===== config.mk =====
export PLATFORM = sky130hd
export DESIGN_NAME = timer
export DESIGN_NICKNAME = d
export VERILOG_FILES = /design/src/rtl/timer.sv
export SDC_FILE = /design/constraint.sdc
export NUM_CORES = 1
export LEC_CHECK = 0
export ABC_AREA = 0
export ABC_CLOCK_PERIOD_IN_PS = 2900
export CORE_UTILIZATION = 50
export CTS_BUF_LIST = sky130_fd_sc_hd__clkbuf_4
export CTS_CLUSTER_SIZE = 12
export DETAILED_ROUTE_END_ITERATION = 10
export HOLD_SLACK_MARGIN = 0.03
export PLACE_DENSITY = 0.82
export SETUP_SLACK_MARGIN = 0.2
export SLEW_MARGIN = 20
export SYNTH_ARGS = -nofsm -noshare
export SYNTH_HDL_FRONTEND = slang
export SYNTH_SLANG_ARGS = --single-unit

===== constraint.sdc =====
create_clock -name clk -period 2.9 [get_ports clk]
set_input_delay 0.58 -clock clk [delete_from_list [all_inputs] [get_ports clk]]
set_output_delay 0.58 -clock clk [all_outputs]
set_load 0.02 [all_outputs]

===== src/rtl/timer.sv =====
// Timer block: 16-bit free-running divider, TIMA/TMA/TAC registers and the
// timer overflow interrupt.
//
// Register map (CPU bus):
//   FF04 DIV  - read counter[15:8]; any write clears the whole 16-bit counter
//   FF05 TIMA - timer counter
//   FF06 TMA  - timer reload value
//   FF07 TAC  - [2] enable, [1:0] rate select; upper bits read as 1
//
// Ports:
//   clk            - system clock, one T-cycle per rising edge
//   reset          - synchronous active-high reset
//   t_cycle        - T-cycle within the current M-cycle; writes commit at 3
//   mem_enable     - bus access request
//   mem_write      - access is a write
//   mem_addr       - bus address
//   mem_data_write - write data
//   mem_data_read  - read data (8'hFF when not selected)
//   mem_selected   - access targets FF04..FF07 (combinational)
//   irq_timer      - one-clock timer interrupt pulse
//
// Optional feature: define TIMER_OVERFLOW_DELAY_EN to get the delayed
// reload (TIMA reads 00 for four clocks, then TMA is loaded with the irq).
// Without it TIMA reloads and irq fires on the same edge as the overflow.
module timer (
  input  logic        clk,
  input  logic        reset,
  input  logic [1:0]  t_cycle,
  input  logic        mem_enable,
  input  logic        mem_write,
  input  logic [15:0] mem_addr,
  input  logic [7:0]  mem_data_write,
  output logic [7:0]  mem_data_read,
  output logic        mem_selected,
  output logic        irq_timer
);

  localparam logic [15:0] AddrDiv  = 16'hFF04;
  localparam logic [15:0] AddrTima = 16'hFF05;
  localparam logic [15:0] AddrTma  = 16'hFF06;
  localparam logic [15:0] AddrTac  = 16'hFF07;

  logic [15:0] counter_q, counter_d;
  logic [7:0]  tima_q, tima_d;
  logic [7:0]  tma_q, tma_d;
  logic [2:0]  tac_q, tac_d;
  logic        irq_q, irq_d;

`ifdef TIMER_OVERFLOW_DELAY_EN
  typedef enum logic [1:0] {StIdle, StPending, StReload} ovf_state_e;
  ovf_state_e  state_q, state_d;
  logic [1:0]  pend_cnt_q, pend_cnt_d;
`endif

  logic wr_commit;
  logic wr_div, wr_tima, wr_tma, wr_tac;
  logic tick_now, tick_next, tick_fall;

  // Divider tap selected by TAC, gated by the enable bit.
  function automatic logic tick_of(input logic [2:0] tac, input logic [15:0] cnt);
    logic bit_sel;
    unique case (tac[1:0])
      2'b00:   bit_sel = cnt[9];
      2'b01:   bit_sel = cnt[3];
      2'b10:   bit_sel = cnt[5];
      default: bit_sel = cnt[7];
    endcase
    return tac[2] & bit_sel;
  endfunction

  assign mem_selected = mem_enable && (mem_addr >= AddrDiv) && (mem_addr <= AddrTac);
  assign wr_commit    = mem_selected && mem_write && (t_cycle == 2'd3);
  assign wr_div       = wr_commit && (mem_addr == AddrDiv);
  assign wr_tima      = wr_commit && (mem_addr == AddrTima);
  assign wr_tma       = wr_commit && (mem_addr == AddrTma);
  assign wr_tac       = wr_commit && (mem_addr == AddrTac);

  always_comb begin
    mem_data_read = 8'hFF;
    if (mem_selected) begin
      unique case (mem_addr[1:0])
        2'b00:   mem_data_read = counter_q[15:8];
        2'b01:   mem_data_read = tima_q;
        2'b10:   mem_data_read = tma_q;
        default: mem_data_read = {5'b11111, tac_q};
      endcase
    end
  end

  // Increment happens on the edge where tick goes 1->0, comparing the tick
  // seen now with the tick the next register values will produce. This makes
  // DIV and TAC writes that drop the tap count as a falling edge.
  always_comb begin
    counter_d = wr_div ? 16'h0000 : counter_q + 16'd1;
    tma_d     = wr_tma ? mem_data_write : tma_q;
    tac_d     = wr_tac ? mem_data_write[2:0] : tac_q;
    tick_now  = tick_of(tac_q, counter_q);
    tick_next = tick_of(tac_d, counter_d);
    tick_fall = tick_now & ~tick_next;
  end

`ifdef TIMER_OVERFLOW_DELAY_EN
  always_comb begin
    tima_d     = tima_q;
    irq_d      = 1'b0;
    state_d    = state_q;
    pend_cnt_d = pend_cnt_q;
    if (tick_fall) begin
      tima_d = tima_q + 8'd1;
    end
    unique case (state_q)
      StIdle: begin
        if (wr_tima) begin
          tima_d = mem_data_write;
        end else if (tick_fall && (tima_q == 8'hFF)) begin
          // TIMA wraps to 00 and stays there while pending.
          state_d    = StPending;
          pend_cnt_d = 2'd0;
        end
      end
      StPending: begin
        if (wr_tima) begin
          // CPU write cancels the reload and the interrupt.
          tima_d  = mem_data_write;
          state_d = StIdle;
        end else if (pend_cnt_q == 2'd3) begin
          tima_d  = tma_d;
          irq_d   = 1'b1;
          state_d = StReload;
        end else begin
          pend_cnt_d = pend_cnt_q + 2'd1;
        end
      end
      StReload: begin
        // TIMA writes are ignored here; a TMA write in this clock is reloaded.
        tima_d  = tma_d;
        state_d = StIdle;
      end
      default: begin
        state_d = StIdle;
      end
    endcase
  end
`else
  always_comb begin
    tima_d = tima_q;
    irq_d  = 1'b0;
    if (wr_tima) begin
      tima_d = mem_data_write;
    end else if (tick_fall) begin
      if (tima_q == 8'hFF) begin
        tima_d = tma_d;
        irq_d  = 1'b1;
      end else begin
        tima_d = tima_q + 8'd1;
      end
    end
  end
`endif

  always_ff @(posedge clk) begin
    if (reset) begin
      counter_q  <= 16'h0000;
      tima_q     <= 8'h00;
      tma_q      <= 8'h00;
      tac_q      <= 3'b000;
      irq_q      <= 1'b0;
`ifdef TIMER_OVERFLOW_DELAY_EN
      state_q    <= StIdle;
      pend_cnt_q <= 2'd0;
`endif
    end else begin
      counter_q  <= counter_d;
      tima_q     <= tima_d;
      tma_q      <= tma_d;
      tac_q      <= tac_d;
      irq_q      <= irq_d;
`ifdef TIMER_OVERFLOW_DELAY_EN
      state_q    <= state_d;
      pend_cnt_q <= pend_cnt_d;
`endif
    end
  end

  assign irq_timer = irq_q;

endmodule


==> metrics.cfg <==
[sta]
fmax_ghz=0.361
rsz0062_at_grt=true
skew_ns=0.0135
setup_viol=0
finalCritPeriodShare_pct=95.4
drv_slew=0
slew_headroom_pct=65.3
hold_violations=0
min_period_ns=2.77
tightest_slew_ns=0.519

[worst_setup_path]
crit_type=input port to output port
crit_path_start_kind=input port
worst_path_max_delay_cell=or4b_4
critPathMostFrequentCell=buf_6
cp-end-kind=output port
path_cells=buf_6, or4b_4, nor4_4, buf_4, buf_6, or2b_1, buf_6
cp.required_ns=2.32
path_max_fanout=3
cp_slowest_stage_delay_ns=0.53
arrival_ns=2.19

[clock_tree]
cts_made_buffers=5
clock_latency_ns=0.34
cts.clk_slew.worst_paths_ns=0.11
tritoncts=built
root_buffer=clkbuf_4
clkSinkCount=36
clock_path_buffers=2
cts_max_level=2

[logic_synthesis]
yosysTopAreaCellShare_pct=32.5
synthCells=257
yosys_warnings=0
synth-edff-count=0
yosys-top-cells-area=dfxtp_1 32%, mux2i_1 8.6%, nor2_1 4.7%
synth_fp_nets=289
synth_seq_cells=36
yosysTopAreaCell=dfxtp_1
yosysMostFrequentCell=dfxtp_1
syn_area_mm2=0.00222
synth_ff_type=dfxtp_1
yosysUniqueCellTypes=48
synth_commonest_cells=36 x dfxtp_1, 28 x nor2_1, 26 x nand2_1
yosysSeqAreaShare_pct=32.5
async_flop_share_pct=0
syn_area_per_cell_um2=8.64

[finish]
design_area_mm2=0.00291
stdcell_count=370
num_antenna_cells=0
final_nets=351
drive_gt1_share_pct=21.9
postLayoutCoreUtil_pct=70.3
syn2layout_area_growth_pct=31.2

[grt]
grt_max_degree=30
grt_antenna_before_repair=0
grt-ovfl-total=0
grt_pass1_vias=1951
grt_use_total_pct=26.2
grt_pass1_wl_mm=9.12

[power]
ir_drop_uv=306
power.share.clock_pct=30.1
p_comb_share_pct=11.2
seqPwrFrac_pct=58.7
p_int_mw=0.641
p_leak_nw=1.06
p_sw_mw=0.214
netSwitchingFraction_pct=25.0
p_per_area_mw_per_mm2=293

[die]
core_area_mm2=0.00414
num_rows=23
dieArea_mm2=0.00471
initial_core_util_pct=53.6
ios=40
die_y_um=68.6
die_x_um=68.6

[routing]
antenna_left=0
drt-initial-drc-count=252
firstDrtPassIters=4
drc=0
wire_per_inst_um=16.1
avgViaCountPerCell=5.78
routed_wl_mm=5.95
vias=2140

[status]
status=finished clean

[place]
dp_cells=357
gp_congestion=0.949
place.detailed.hpwl_mm=4.07
placed_area_mm2=0.00280
port_buffers=39

[min_path]
hold_path.class=register to register

[run]
maxCapViolCount=0

-- registers in the layout (all words and copies together), names as in the netlist --
signal,count
counter_q,16
tima_q,8
tma_q,8
tac_q,3
irq_timer,1
-- area by class of cell --
class,instances,area (µm²)
Multi-Input combinational cell,201,1430
Fill cell,356,1230
Sequential cell,36,721
Timing Repair Buffer,69,622
Tap cell,50,62.6
Clock buffer,5,37.5
Inverter,6,22.5
Clock inverter,3,13.8
-- worst max-delay path, delay by kind of cell --
family                 cells  cell delay (ns)
and+or+nand+nor            3             1.07
buffers and inverters      4             0.53
-- cells in the final DEF, fill, tap and decap left out, drive strengths merged, types with 5 or more instances in the layout --
| master | synthesis | routed |
|---|---|---|
| a21o | 8 | 8 |
| a21oi | 6 | 6 |
| buf | 3 | 38 |
| clkbuf | 11 | 9 |
| clkdlybuf4s50 | 0 | 23 |
| dfxtp | 36 | 36 |
| inv | 6 | 6 |
| mux2 | 6 | 6 |
| mux2i | 19 | 19 |
| nand2 | 26 | 26 |
| nand2b | 8 | 8 |
| nand3 | 13 | 13 |
| nand4 | 5 | 5 |
| nor2 | 29 | 29 |
| o21ai | 15 | 15 |
| o22ai | 6 | 6 |
| xnor2 | 8 | 8 |
| xor2 | 7 | 7 |
-- final timing paths --
check | start | to | slack [ns] | cells after the start
worst max-delay path | mem_addr[4] | mem_data_read[0] | 0.13 | 7
worst min-delay path | counter_q[0] | counter_q[0] | 0.49 | 1
worst max register to register | counter_q[3] | irq_timer | 0.57 | 8
worst min register to register | counter_q[0] | counter_q[0] | 0.49 | 1
-- cell families after synthesis --
kind of cell / after synthesis / synth area share, %
simple gates: 106 / 26.4
compound gates: 49 / 14.0
flops: 36 / 32.5
mux: 29 / 15.7
buf+inv: 20 / 4.39
xor+xnor: 15 / 5.92
fa+ha+maj: 2 / 1.13
-- metrics by stage --
step	power, mW	setup TNS [ns]	worst slack (ns)	hold slack (ns)
global placement	0.607	-7.00	-0.364	0.459
floorplan	0.548	0	0.242	0.441
finish	0.855	0	0.133	0.493
CTS	0.858	0	0.201	0.492
global route	0.885	0	0.0404	0.519
detailed placement	0.608	-7.61	-0.402	0.466
-- layer usage --
metal  share of wire, %  vias up  GRT usage [%]  wire [µm]
met1                 44     1010           34.5       2620
met5                  0        -              0          0
met3                4.2       18           5.92        251
met4                2.3        0           7.81        137
li1                   -     1042              -          -
met2                 49       70           42.3       2940
-- repair_timing --
action / in CTS / in global routing
hold buffers: 0 / 0
gates cloned: 1 / 1
gates resized for setup: 48 / 21
setup buffers: 1 / 2
pin swaps: 4 / 5
endpoints found under the setup margin: 21 / 18
-- power groups by stage --
stage	clock network [mW]	registers, mW	logic (mW)
CTS	0.262	0.502	0.0941
floorplan	0	0.512	0.0363
detailed placement	0	0.513	0.0954
global placement	0	0.513	0.0941
global route	0.281	0.502	0.102
finish	0.257	0.502	0.0956
(Power assumes the default switching activity.)
